$ cat src/rtl/can_bit_timing.sv
// CAN bit-timing stage: synchronizes the bus pin, divides the clock into time quanta and
// tracks bit position with hard sync / resync, producing the sample-point strobe.
module can_bit_timing #(
    parameter int unsigned N_BRP   = 4,
    parameter int unsigned N_TSEG1 = 11,
    parameter int unsigned N_TSEG2 = 4,
    parameter int unsigned N_SJW   = 4,
    parameter int unsigned D_BRP   = 1,
    parameter int unsigned D_TSEG1 = 11,
    parameter int unsigned D_TSEG2 = 4,
    parameter int unsigned D_SJW   = 4
) (
    input  logic clock,
    input  logic resetN,
    input  logic canRX,
    input  logic busIdle,
    input  logic fdData,
    output logic samplePoint,
    output logic canRXsync,
    output logic bitStart,
    output logic hardSync,
    output logic dataPhase
);

    typedef enum logic [1:0] {StSync, StTseg1, StTseg2} state_e;

    state_e     r_state;
    state_e     w_state_next;
    logic       r_sync1;
    logic       r_sync2;
    logic       r_prev_sync;
    logic [7:0] r_tq_cnt;
    logic [6:0] r_seg_cnt;
    logic [4:0] r_ext;
    logic [4:0] r_cut;
    logic       r_sync_done;
    logic       r_last_sample;
    logic       r_data_phase;
    logic       r_bit_start;

    logic [7:0] w_brp_m1;
    logic [6:0] w_tseg1;
    logic [6:0] w_tseg2;
    logic [4:0] w_sjw;
    logic [6:0] w_tseg1_len;
    logic [6:0] w_tseg2_len;
    logic [6:0] w_e;
    logic [6:0] w_rem;
    logic [4:0] w_ext_new;
    logic [4:0] w_cut_eff;
    logic       w_tq_tick;
    logic       w_edge;
    logic       w_hard_sync;
    logic       w_resync;
    logic       w_resync_t1;
    logic       w_resync_t2;
    logic       w_early_end;
    logic       w_cut_set;
    logic       w_sample;
    logic       w_tseg2_end;
    logic       w_seg_done;
    logic       w_restart;
    logic       w_enter_sync;

    assign w_brp_m1 = r_data_phase ? 8'(D_BRP - 1) : 8'(N_BRP - 1);
    assign w_tseg1  = r_data_phase ? 7'(D_TSEG1)   : 7'(N_TSEG1);
    assign w_tseg2  = r_data_phase ? 7'(D_TSEG2)   : 7'(N_TSEG2);
    assign w_sjw    = r_data_phase ? 5'(D_SJW)     : 5'(N_SJW);

    assign w_tq_tick   = (r_tq_cnt == w_brp_m1);
    assign w_edge      = r_prev_sync & ~r_sync2;
    assign w_hard_sync = w_edge & busIdle;
    assign w_resync    = w_edge & ~busIdle & r_last_sample & ~r_sync_done;
    assign w_resync_t1 = w_resync & (r_state == StTseg1);
    assign w_resync_t2 = w_resync & (r_state == StTseg2);

    assign w_e         = r_seg_cnt + 7'd1;
    assign w_ext_new   = (w_e > 7'(w_sjw)) ? w_sjw : 5'(w_e);
    assign w_rem       = w_tseg2 - r_seg_cnt;
    assign w_early_end = w_resync_t2 & (w_rem <= 7'(w_sjw));
    assign w_cut_set   = w_resync_t2 & ~w_early_end;
    // A cut taken on a TQ's last clock must shorten the segment in that same clock.
    assign w_cut_eff   = w_cut_set ? w_sjw : r_cut;

    assign w_tseg1_len  = w_tseg1 + 7'(r_ext);
    assign w_tseg2_len  = w_tseg2 - 7'(w_cut_eff);
    assign w_sample     = (r_state == StTseg1) & w_tq_tick & (r_seg_cnt == w_tseg1_len - 7'd1);
    assign w_tseg2_end  = (r_state == StTseg2) & w_tq_tick & (r_seg_cnt == w_tseg2_len - 7'd1);
    assign w_seg_done   = ((r_state == StSync) & w_tq_tick) | w_sample | w_tseg2_end;
    assign w_restart    = w_hard_sync | w_early_end;
    assign w_enter_sync = w_restart | w_tseg2_end;

    always_ff @(posedge clock or negedge resetN) begin
        if (!resetN) begin
            r_state <= StSync;
        end else begin
            r_state <= w_state_next;
        end
    end

    always_comb begin
        w_state_next = r_state;
        case (r_state)
            StSync:  if (w_tq_tick)   w_state_next = StTseg1;
            StTseg1: if (w_sample)    w_state_next = StTseg2;
            StTseg2: if (w_tseg2_end) w_state_next = StSync;
            default: w_state_next = StSync;
        endcase
        if (w_restart) begin
            w_state_next = StSync;
        end
    end

    always_ff @(posedge clock or negedge resetN) begin
        if (!resetN) begin
            r_sync1       <= 1'b1;
            r_sync2       <= 1'b1;
            r_prev_sync   <= 1'b1;
            r_tq_cnt      <= '0;
            r_seg_cnt     <= '0;
            r_ext         <= '0;
            r_cut         <= '0;
            r_sync_done   <= 1'b0;
            r_last_sample <= 1'b1;
            r_data_phase  <= 1'b0;
            r_bit_start   <= 1'b0;
        end else begin
            r_sync1     <= canRX;
            r_sync2     <= r_sync1;
            r_prev_sync <= r_sync2;
            r_bit_start <= w_enter_sync;

            if (w_restart || w_tq_tick) begin
                r_tq_cnt <= '0;
            end else begin
                r_tq_cnt <= r_tq_cnt + 8'd1;
            end

            if (w_restart || w_seg_done) begin
                r_seg_cnt <= '0;
            end else if (w_tq_tick) begin
                r_seg_cnt <= r_seg_cnt + 7'd1;
            end

            if (w_enter_sync) begin
                r_ext <= '0;
                r_cut <= '0;
            end else begin
                if (w_resync_t1) r_ext <= w_ext_new;
                if (w_cut_set)   r_cut <= w_sjw;
            end

            if (w_sample) begin
                r_last_sample <= r_sync2;
                r_sync_done   <= 1'b0;
            end
            if (w_hard_sync || w_resync_t1 || w_resync_t2) begin
                r_sync_done <= 1'b1;
            end

            if (w_hard_sync) begin
                r_data_phase <= 1'b0;
            end else if (w_sample) begin
                r_data_phase <= fdData;
            end
        end
    end

    always_comb begin
        samplePoint = w_sample;
        canRXsync   = r_sync2;
        bitStart    = r_bit_start;
        hardSync    = w_hard_sync;
        dataPhase   = r_data_phase;
    end

endmodule

$ cat config.mk
export PLATFORM = sky130hd
export DESIGN_NAME = can_bit_timing
export DESIGN_NICKNAME = d
export VERILOG_FILES = /design/src/rtl/can_bit_timing.sv
export SDC_FILE = /design/constraint.sdc
export NUM_CORES = 1
export LEC_CHECK = 0
export CORE_ASPECT_RATIO = 1.75
export CORE_MARGIN = 1.5
export CORE_UTILIZATION = 50
export DETAILED_ROUTE_END_ITERATION = 10
export GPL_TIMING_DRIVEN = 0
export PLACE_DENSITY = 0.81
export SYNTH_ARGS = -nofsm -noshare
export SYNTH_HDL_FRONTEND = slang
export SYNTH_SLANG_ARGS = --single-unit
export TNS_END_PERCENT = 1
$ cat constraint.sdc
create_clock -name clock -period 3.85 [get_ports clock]
set_input_delay 0.77 -clock clock [delete_from_list [all_inputs] [get_ports clock]]
set_output_delay 0.77 -clock clock [all_outputs]
set_load 0.01 [all_outputs]
# Word level (Yosys, flattened, before mapping)
# Cells that the tools add are included.
word_totals:
  word_cells: 79
  ff_bits: 34
  mem_count: 0
  latch_bits: 0
  input_bits: 5
  romBits: 0
  mem_bits_rw: 0
op_classes:
  n_shift: 0
  n_eq_ne: 8
  n_reduce_logical: 10
  n_div: 0
  n_bitwise: 22
  n_mul: 0
  mux: 18
  addsub: 7
  n_lt_le_gt_ge: 2
op_table:
  columns: ["operator", "count"]
  rows:
  - ["$mux W5", 5]
  - ["$and A1 B1 Y1", 14]
  - ["$eq A7 B7 Y1", 2]
  - ["$mux W7", 2]
  - ["$mux W2", 5]
  - ["$ne A3 B3 Y1 const B", 3]
  - ["$add A8 B1 Y8 const B", 1]
  - ["$eq A8 B2 Y1", 1]
  - ["$mux W8", 1]
  - ["$reduce_bool A2 Y1", 4]
  - ["$add A7 B1 Y7 const B", 1]
  - ["$gt A7 B3 Y1 const B", 1]
  - ["$le A7 B3 Y1 const B", 1]
  - ["$sub A3 B7 Y7 const A", 1]
  - ["$sub A6 B1 Y7 const B", 1]
  - ["$sub A6 B2 Y7 const B", 1]
  - ["$add A4 B5 Y6 const A", 1]
  - ["$pmux W2 S3", 1]
  - ["$sub A3 B5 Y6 const A", 1]
  - ["$logic_or A1 B1 Y1", 4]
  - ["$mux W1", 4]
  - ["$not A1 Y1", 4]
  - ["$or A1 B1 Y1", 4]
  - ["$reduce_and A3 Y1", 1]
  - ["other kinds (3)", 3]

# Depth between registers and ports, before layout
# Gate-level depths: netlist (run 1).
depth:
  word_depth: 17
  depth_mapped: 18
  depth_no_buf: 15

# Worst setup path after synthesis (run 1)
# No wires, ideal clock.
synth_path:
  path_kind: "input to register"
  startpoint: "input port busIdle"
  endpoint: "register r_cut[0]"
  path_stages: 15
  slack_ns: -0.117
  arrival_ns: 3.823
  setup_ns: 0.145
  cell_sequence: "nor3b_2 > nand3_2 > or3_1 > buf_4 > nand2_1 > ha_1 > clkbuf_1 > nor2_1 > mux2i_1 > nand3_1 > o2111a_1 > mux2_4 > a2111oi_4 > buf_6 > nor3_2"
synth_between:
  elab_chain_cells: 15
  elab_cells_between_ends: 17
  cone_classes: "add/sub: 2; eq/ne: 1; mux: 2; bitwise: 12"
synth_lines:
  columns: ["item", "line", "source"]
  rows:
  - ["start: declaration", "16", "input logic busIdle,"]
  - ["$not A1 Y1", "73", "assign w_resync = w_edge & ~busIdle & r_last_sample & ~r_sync_done;"]
  - ["$and A1 B1 Y1 (3 in series)", "73", null]
  - ["$and A1 B1 Y1", "75", "assign w_resync_t2 = w_resync & (r_state == StTseg2);"]
  - ["$and A1 B1 Y1", "80", "assign w_early_end = w_resync_t2 & (w_rem <= 7'(w_sjw));"]
  - ["$not A1 Y1", "81", "assign w_cut_set = w_resync_t2 & ~w_early_end;"]
  - ["$and A1 B1 Y1", "81", null]
  - ["$mux W5", null, null]
  - ["$sub A3 B5 Y6", "86", "assign w_tseg2_len = w_tseg2 - 7'(w_cut_eff);"]
  - ["$sub A6 B2 Y7", "88", "assign w_tseg2_end = (r_state == StTseg2) & w_tq_tick & (r_seg_cnt == w_tseg2_len - 7'd1);"]
  - ["$eq A7 B7 Y1", "88", null]
  - ["$and A1 B1 Y1", "88", null]
  - ["$or A1 B1 Y1", "91", "assign w_enter_sync = w_restart | w_tseg2_end;"]
  - ["$mux W5 *", "145", "if (w_enter_sync) begin"]
  - ["end signal: assignment", "150", "if (w_cut_set) r_cut <= w_sjw;"]
  - ["end: declaration", "35", "logic [4:0] r_cut;"]
# Mark *: on every way between the ends. The rest lies on a longest branch, timed or not.
# A chain may end at the register's enable or synchronous reset.

# Worst setup path in the final report (run 1)
layout_path:
  startpoint: "register r_seg_cnt[0]"
  endpoint: "register r_seg_cnt[5]"
layout_between:
  elab_chain_cells: 13
  elab_cells_between_ends: 20
  cone_classes: "add/sub: 4; order compare: 1; eq/ne: 2; mux: 3; bitwise: 8; reduce/logical: 2"
layout_lines:
  columns: ["item", "line", "source"]
  rows:
  - ["start: declaration", "33", "logic [6:0] r_seg_cnt;"]
  - ["start signal: assignment", "142", "r_seg_cnt <= r_seg_cnt + 7'd1;"]
  - ["$sub A3 B7 Y7", "79", "assign w_rem = w_tseg2 - r_seg_cnt;"]
  - ["$le A7 B3 Y1", "80", null]
  - ["$and A1 B1 Y1", "80", null]
  - ["$not A1 Y1", "81", null]
  - ["$and A1 B1 Y1", "81", null]
  - ["$mux W5", null, null]
  - ["$sub A3 B5 Y6", "86", null]
  - ["$sub A6 B2 Y7", "88", null]
  - ["$eq A7 B7 Y1", "88", null]
  - ["$and A1 B1 Y1", "88", null]
  - ["$or A1 B1 Y1", "89", "assign w_seg_done = ((r_state == StSync) & w_tq_tick) | w_sample | w_tseg2_end;"]
  - ["$logic_or A1 B1 Y1", "139", "if (w_restart || w_seg_done) begin"]
  - ["$mux W7 / $reduce_bool A2 Y1 (equally long branches)", null, null]
# Parallel ways exist; a longest one is shown, timed or not. The select of a mux whose other input is x is not followed.

==> results of run 1 <==
cell usage after synthesis (all sizes together) (2+ instances only):
cell	n	area share [%]
nand2	35	5.6
dfrtp	30	32
nor2	28	4.5
nor3	20	6.4
nand3	17	3.8
o21ai	16	3.4
xnor2	12	4.5
a21oi	11	2.8
xor2	11	4.1
buf	8	2.3
clkbuf	8	1.3
inv	8	1.3
nor4	8	2.1
ha	6	3.2
a31oi	4	1.1
and3	4	1.1
dfstp	4	4.5
nand2b	3	0.80
nor3b	3	1.2
o31a	3	1.5
or4	3	1.1
a2111oi	2	1.5
a21o	2	0.64
mux2i	2	0.85
nand4	2	0.53
nor2b	2	0.53
o211ai	2	0.64
o311ai	2	0.74
or3	2	0.53
flip-flops by register name, indices dropped and copies added, names as in the netlist:
name           count
r_tq_cnt           8
r_sync1            1
r_cut              5
r_ext              5
r_prev_sync        1
dataPhase          1
r_state            2
canRXsync          1
r_sync_done        1
r_seg_cnt          7
r_last_sample      1
bitStart           1
worst max-delay path: stages, from the launching register on:
cell	delay [ns]
dfrtp_1	0.40
buf_6	0.15
inv_2	0.07
ha_2	0.17
or3b_4	0.39
a21oi_4	0.13
or3_4	0.15
buf_12	0.13
nand2_8	0.07
ha_4	0.26
nand2b_4	0.15
nor4_4	0.30
a221oi_2	0.08
xnor2_1	0.29
mux2i_2	0.33
a2111oi_4	0.05
buf_6	0.15
buf_4	0.14
nor4_2	0.24
cell type report:
class | instances | area, sq um | area share [%]
buffer | 16 | 131.4 | 4.453
clock buffer | 7 | 86.33 | 2.926
clock inverter | 1 | 5.005 | 0.1696
inverter | 8 | 30.03 | 1.018
multi-input combinational | 215 | 1579 | 53.52
sequential | 34 | 855.8 | 29.01
tap | 51 | 63.81 | 2.163
timing repair buffer | 20 | 198.9 | 6.743
layout by cell type, fill, tap and decap left out, drive strengths merged, types with 8 or more instances in the layout:
cell type,n
xnor2,12
nand3,17
nor2,28
nand2,35
nor3,20
dfrtp,30
nor4,8
inv,8
buf,20
clkbuf,16
xor2,11
o21ai,16
a21oi,11
logic make-up (layout without fill, tap and decap cells):
| family | after synthesis | count (layout) |
|---|---|---|
| compound gates | 53 | 53 |
| flops | 34 | 34 |
| xor+xnor | 23 | 23 |
| simple gates | 130 | 130 |
| fa+ha+maj | 6 | 6 |
| buf+inv | 24 | 52 |
| mux | 3 | 3 |
per-layer routing:
layer | part of all wire, % | track usage (%)
met5 | 0 | 0
met2 | 55 | 50.50
met4 | 5.4 | 15.83
met1 | 34 | 30.75
met3 | 5.2 | 4.459
power groups by stage:
stage / sequential, uW / combinational (uW) / clock, uW
after floorplan: 444 / 328 / 0
after global placement: 455 / 413 / 0
after detailed placement: 457 / 422 / 0
after CTS: 450 / 441 / 270
after global routing: 463 / 550 / 283
final: 456 / 504 / 269
final timing paths:
path | startpoint | endpoint | slack, ns
max in group asynchronous | resetN | r_sync_done | 2.81
max | r_seg_cnt[0] | r_seg_cnt[5] | 0.08
max reg2reg | r_seg_cnt[0] | r_seg_cnt[5] | 0.08
min reg2reg | r_sync1 | canRXsync | 0.35
min | r_sync1 | canRXsync | 0.35
min in group asynchronous | resetN | r_tq_cnt[6] | 0.55
per-stage QoR:
step | instances | TNS (ns) | util [%] | hold WS, ns
after global routing | 352 | -1.106 | 65.79 | 0.3541
after global placement | 333 | -16.88 | 56.22 | 0.3493
after detailed placement | 333 | -18.26 | 56.11 | 0.3499
after floorplan | 273 | 0 | - | 0.3452
final | 352 | 0 | 65.79 | 0.3510
after CTS | 345 | -0.6310 | 61.44 | 0.3518
timing repair:
action                                 CTS  global route
buffers inserted                         4             6
endpoints found under the hold margin    0             0
resized for setup                       22            33
cloned                                   0             1
hold buffers                             0             0
pin swaps                                5            14
setup endpoints to repair               20            19
==> impl_metrics.json, run 1 <==
{
  "fmax_mhz": 265.2,
  "reg2reg_depth": 18,
  "maxCapViolations": 0,
  "synth-async-reset-ratio_pct": 100.0,
  "syn_inst": 273,
  "place_area_sq_um": 2516,
  "hold_depth": 0,
  "vdd_drop_max_mv": 0.3270,
  "stdcell_area_sq_um": 2950,
  "tightest_slew_ns": 0.9000,
  "start_util_pct": 52.51,
  "yosys.area_share.adder_pct": 3.188,
  "sw_frac_of_total_pct": 37.89,
  "critPathMaxFanout": 10,
  "dr.pass1.iters": 4,
  "dp_slack_ns": -1.030,
  "drive_gt1_share_pct": 25.25,
  "num_vias": 2274,
  "nFillCells": 347,
  "worstSetupEndpointType": "flip-flop",
  "hold_path_class": "flip-flop to flip-flop",
  "design.core.area_sq_um": 4484,
  "yosysWarnings": 0,
  "area_growth_syn_to_layout_pct": 25.29,
  "power_frac_comb_pct": 41.0,
  "ys_ff_latch": 34,
  "power.total_uw": 1230,
  "ant_nets": 0,
  "synth-simple-area-share_pct": 29.12,
  "switching_power_uw": 466.0,
  "grt_pass1_vias": 2310,
  "grt_pass1_wl_mm": 10.84,
  "gp_congestion": 0.9401,
  "synth_xor_xnor_area_share_pct": 8.555,
  "synth.cell_area_sq_um": 2355,
  "die_h_um": 93.79,
  "path_class": "flip-flop to flip-flop",
  "setup_viol": 0,
  "ys_seq_area_share_pct": 36.34,
  "post-route-min-period_ns": 3.770,
  "power.density_nw_per_um2": 416.8,
  "synth_nets": 284,
  "p_leak_uw": 0.001320,
  "synth_top_family_by_area": "simple AND/OR/NAND/NOR gates",
  "ys_types": 56,
  "viasPerCell": 6.460,
  "dp_hpwl_mm": 4.485,
  "io_buffers": 9,
  "cp_data_required_time_ns": 4.03,
  "grt.overflow.total": 0,
  "p_int_uw": 763.8,
  "setup_ws_ns": 0.07958,
  "min_period_over_period_pct": 97.93,
  "row_count": 32,
  "clk_pin_slew_worst_paths_ns": 0.07,
  "grt_max_degree": 35,
  "cts_num_sinks": 34,
  "synth_area_per_cell_sq_um": 8.625,
  "final_max_slew_viol_count": 0,
  "remaining_drc_errors": 0,
  "cts_tree": "done",
  "insertedDiodeCount": 0,
  "ctsHtreeMaxLevel": 2,
  "ys_dominant_reg_cell": "dfrtp_1",
  "arrival_ns": 3.95,
  "wirelength_mm": 6.633,
  "synth_mux_area_share_pct": 1.488,
  "status": "finished clean",
  "wl_per_cell_um": 18.84,
  "relSlewSlack_pct": 39.60,
  "finClkSkew_ns": 0.009265,
  "synth_compound_area_share_pct": 16.37,
  "ios": 10,
  "grt_antenna_before_repair": 0,
  "hold_viol": 0,
  "cts_buffers": 5,
  "crit_path_start_kind": "flip-flop",
  "p_clk_share_pct": 21.9,
  "clkLatencyLatePin_ns": 0.28,
  "die_width_um": 54.88,
  "track_usage_pct": 28.79,
  "p_seq_share_pct": 37.1,
  "synth_edf_count": 0,
  "drt_iter0_drc": 74,
  "dieArea_sq_um": 5146,
  "clock-root-buffer": "clkbuf_8",
  "clock_path_buffers": 2,
  "fin_nets": 311
}
No activity file was read; power rests on OpenSTA's default activity.
==> inputs of run 2 (changes only) <==
- TNS_END_PERCENT: 1 -> unset
==> impl_metrics.json, run 2 (synthesis gave the netlist of run 1 again) <==
{
  "drt_iter0_drc": 100,
  "track_usage_pct": 28.98,
  "power.density_nw_per_um2": 423.2,
  "clkLatencyLatePin_ns": 0.29,
  "wl_per_cell_um": 19.22,
  "grt.overflow.total": 0,
  "remaining_drc_errors": 0,
  "fin_nets": 321,
  "path_class": "flip-flop to flip-flop",
  "dr.pass1.iters": 5,
  "cts_tree": "done",
  "viasPerCell": 6.478,
  "final_cells": 362,
  "final_max_slew_viol_count": 0,
  "cts_buffers": 5,
  "crit_chain": "nor2b_1 > nand3_4 > or3_4 > buf_12 > nand2_8 > ha_4 > buf_4 > nand2b_4 > nor4_4 > a221oi_2 > xnor2_1 > mux2i_2 > a2111oi_4 > buf_6 > buf_12 > nor4_2",
  "drive_gt1_share_pct": 28.94,
  "ant_nets": 0,
  "crit_path_start_kind": "flip-flop",
  "die_width_um": 54.88,
  "final_cell_mix": "nand2_1, dfrtp_1, nor2_1, buf_4, nand3_1",
  "row_count": 32,
  "top_register": "r_tq_cnt",
  "hold_path_class": "flip-flop to flip-flop",
  "clock_path_buffers": 2,
  "dp_hpwl_mm": 4.485,
  "cp_data_required_time_ns": 4.04,
  "worstSetupEndpointType": "flip-flop",
  "critPathSlowestCell": "dfstp_2",
  "grt_pass1_wl_mm": 10.91,
  "numPlacedInstances": 333,
  "final_common_cell": "nand2_1",
  "tightest_slew_ns": 0.8619,
  "clock-root-buffer": "clkbuf_8",
  "p_leak_uw": 0.001377,
  "cts_num_sinks": 34,
  "insertedDiodeCount": 0,
  "ctsHtreeMaxLevel": 2,
  "post-route-util_pct": 68.50,
  "path_common_cell": "buf_12",
  "setup_viol": 0,
  "place_area_sq_um": 2516,
  "finClkSkew_ns": 0.01016,
  "critPathMaxFanout": 8,
  "maxCapViolations": 0,
  "start_util_pct": 52.51,
  "hold_viol": 0,
  "reg.largest.list": "r_tq_cnt x8, r_seg_cnt x7",
  "num_vias": 2345,
  "design.core.area_sq_um": 4484,
  "area_growth_syn_to_layout_pct": 30.45,
  "relSlewSlack_pct": 42.16,
  "dp_slack_ns": -1.030,
  "arrival_ns": 3.96,
  "wirelength_mm": 6.959,
  "grt_antenna_before_repair": 0,
  "clk_pin_slew_worst_paths_ns": 0.07,
  "power.total_uw": 1300,
  "stdcell_area_sq_um": 3072,
  "min_period_over_period_pct": 97.84,
  "vdd_drop_max_mv": 0.4748,
  "die_h_um": 93.79,
  "fmax_mhz": 265.5,
  "gp_congestion": 0.9401,
  "ios": 10,
  "cp_num_buf_inv": 4,
  "grt_pass1_vias": 2322,
  "grt_max_degree": 35,
  "io_buffers": 9,
  "crit_family": "simple AND/OR/NAND/NOR gates",
  "status": "finished clean",
  "post-route-min-period_ns": 3.767,
  "setup_ws_ns": 0.08322,
  "dieArea_sq_um": 5146,
  "cp_slowest_stage_delay_ns": 0.51,
  "largest_reg_flops": 8
}
run 2: power breakdown:
group          switching [uW]  total (uW)  internal (uW)
Clock                     127         271            144
Combinational             310         571            262
Sequential               53.2         457            404
run 2: cell type report:
type | count | area (sq um)
fill | 319 | 1413
sequential | 34 | 855.8
multi-input combinational | 215 | 1608
clock inverter | 1 | 5.005
tap | 51 | 63.81
buffer | 16 | 131.4
inverter | 8 | 30.03
timing repair buffer | 30 | 291.5
clock buffer | 7 | 86.33
run 2: path summary, 6_finish.rpt:
path,from,to,slack [ns],depth (start not counted)
setup / recovery,r_prev_sync,r_seg_cnt[1],0.08,16
max in group asynchronous,resetN,r_sync_done,2.83,1
hold reg to reg,r_sync1,canRXsync,0.35,0
hold / removal,r_sync1,canRXsync,0.35,0
setup reg to reg,r_prev_sync,r_seg_cnt[1],0.08,16
min in group asynchronous,resetN,r_ext[1],0.54,1
run 2: per-layer routing:
| layer | global-route usage (%) | vias up | share of wire, % |
|---|---|---|---|
| met5 | 0 | - | 0 |
| met4 | 16.88 | 0 | 4.7 |
| met3 | 4.618 | 36 | 5.1 |
| met2 | 50.20 | 119 | 56 |
| met1 | 31.07 | 1137 | 35 |
| li1 | - | 1053 | - |
run 2: repair_timing:
action	in CTS	in global routing
gates resized for setup	26	34
pin swaps	6	13
endpoints found under the setup margin	20	19
hold buffers	0	0
setup buffers	4	15
cloned	0	2
run 2: through the flow:
step	hold slack, ns	TNS, ns
3_3_place_gp	0.3493	-16.88
5_1_grt	0.3541	-1.254
4_1_cts	0.3518	0
2_1_floorplan	0.3452	0
6_report	0.3492	0
3_5_place_dp	0.3499	-18.26
==> inputs of run 3 (changes only) <==
- PLACE_DENSITY: 0.81 -> 0.7
==> impl_metrics.json, run 3 (synthesis gave the netlist of run 1 again) <==
{
  "wl_met3_um": 289,
  "final_cells": 362,
  "critPathMaxFanout": 5,
  "path_class": "primary input to flip-flop",
  "row_count": 32,
  "num_vias": 2288,
  "die_width_um": 54.88,
  "tightest_slew_ns": 0.7709,
  "wl_met1_mm": 2.355,
  "p_leak_uw": 0.001330,
  "relSlewSlack_pct": 48.21,
  "dp_hpwl_mm": 4.372,
  "ios": 10,
  "finClkSkew_ns": 0.01076,
  "wl_per_cell_um": 18.02,
  "top_register": "r_tq_cnt",
  "rsz0062_at_grt": "false",
  "r2r_start": "r_seg_cnt[1]",
  "place_area_sq_um": 2516,
  "cts_tree": "done",
  "numPlacedInstances": 333,
  "wl_met2_mm": 3.629,
  "clock_path_buffers": 2,
  "cts_num_sinks": 34,
  "insertedDiodeCount": 0,
  "post-route-min-period_ns": 3.772,
  "clock-root-buffer": "clkbuf_8",
  "grt_pass1_vias": 2253,
  "dieArea_sq_um": 5146,
  "drt_iter0_drc": 103,
  "reg.largest.list": "r_tq_cnt x8, r_seg_cnt x7",
  "cts_hold_buf": 0,
  "remaining_drc_errors": 0,
  "final_max_slew_viol_count": 0,
  "cts_buffers": 5,
  "start_util_pct": 52.51,
  "maxCapViolations": 0,
  "viasPerCell": 6.320,
  "die_h_um": 93.79,
  "worstSetupEndpointType": "flip-flop",
  "grt.overflow.total": 0,
  "fin_hold_ws_ns": 0.3430,
  "power.density_nw_per_um2": 449.9,
  "crit_path_start_kind": "primary input",
  "fin_nets": 321,
  "dr.pass1.iters": 4,
  "stdcell_area_sq_um": 2984,
  "area_growth_syn_to_layout_pct": 26.73,
  "arrival_ns": 3.95,
  "min_period_over_period_pct": 97.97,
  "largest_reg_flops": 8,
  "gp_congestion": 0.9052,
  "clk_pin_slew_worst_paths_ns": 0.07,
  "final_common_cell": "nand2_1",
  "grt_antenna_before_repair": 0,
  "ctsHtreeMaxLevel": 2,
  "cp_data_required_time_ns": 4.03,
  "track_usage_pct": 27.77,
  "top_layer_used": "met4",
  "vdd_drop_max_mv": 0.3872,
  "wirelength_mm": 6.523,
  "hold_path_class": "flip-flop to flip-flop",
  "grt_pass1_wl_mm": 10.16,
  "final_cell_mix": "nand2_1, dfrtp_1, nor2_1, buf_4, nand3_1",
  "fmax_mhz": 265.1,
  "grt_max_degree": 35,
  "clkLatencyLatePin_ns": 0.30,
  "status": "finished clean",
  "design.core.area_sq_um": 4484,
  "hold_viol": 0,
  "min-delay-start": "r_sync1",
  "setup_viol": 0,
  "power.total_uw": 1343,
  "io_buffers": 9,
  "setup.worst_path.start": "busIdle",
  "drive_gt1_share_pct": 25.72,
  "nFillCells": 382,
  "ant_nets": 0
}
-- run 3: path summary, 6_finish.rpt --
| check | endpoint | slack (ns) | cells after the start |
|---|---|---|---|
| max in group asynchronous | r_seg_cnt[3] | 2.82 | 1 |
| min in group asynchronous | r_seg_cnt[2] | 0.53 | 1 |
| worst max-delay path | r_seg_cnt[3] | 0.08 | 16 |
| worst min register to register | canRXsync | 0.34 | 0 |
| worst min-delay path | canRXsync | 0.34 | 0 |
| worst max register to register | r_seg_cnt[3] | 0.11 | 18 |
-- run 3: repair_timing --
item,4_1_cts,5_1_grt
endpoints found under the setup margin,20,20
gates cloned,1,1
pin swaps,6,16
buffers inserted,7,13
resized for setup,29,15
-- run 3: layer usage --
| metal | global-route usage [%] | up-vias |
|---|---|---|
| met5 | 0 | - |
| met4 | 18.13 | 0 |
| met3 | 4.459 | 18 |
| met2 | 49.40 | 93 |
| met1 | 27.40 | 1120 |
| li1 | - | 1057 |
-- run 3: layout make-up --
cell class	instances	area, sq um	share of cell area, %
Multi-Input combinational cell	215	1548	51.87
Sequential cell	34	855.8	28.68
Timing Repair Buffer	31	275.3	9.224
Buffer	15	102.6	3.438
Clock buffer	7	76.32	2.558
Tap cell	51	63.81	2.138
Inverter	8	32.53	1.090
Clock inverter	1	30.03	1.006
-- run 3: power breakdown --
part	total (uW)	internal [uW]	switching (uW)
Combinational	561	262	299
Clock	328	194	134
Sequential	454	404	50.1
-- run 3: metrics by stage --
step	setup WS, ns	setup TNS, ns	util [%]
after floorplan	0.002762	0	-
after global placement	-1.049	-18.47	56.22
after detailed placement	-1.052	-18.54	56.11
after CTS	0.01197	0	62.70
after global routing	0.005972	0	66.55
final	0.07829	0	66.55
-- run 3: worst max-delay path: stages --
cell and delay [ns]:
clkdlybuf4s15_1 0.22, nor3b_4 0.29, nand3_4 0.11, or3_4 0.45
nand2_4 0.13, ha_4 0.20, inv_4 0.05, nor2_1 0.21
nor2_1 0.08, o311ai_0 0.39, nand2_1 0.10, mux2i_1 0.25
a2111oi_4 0.07, buf_4 0.18, buf_4 0.14, nor4_1 0.30
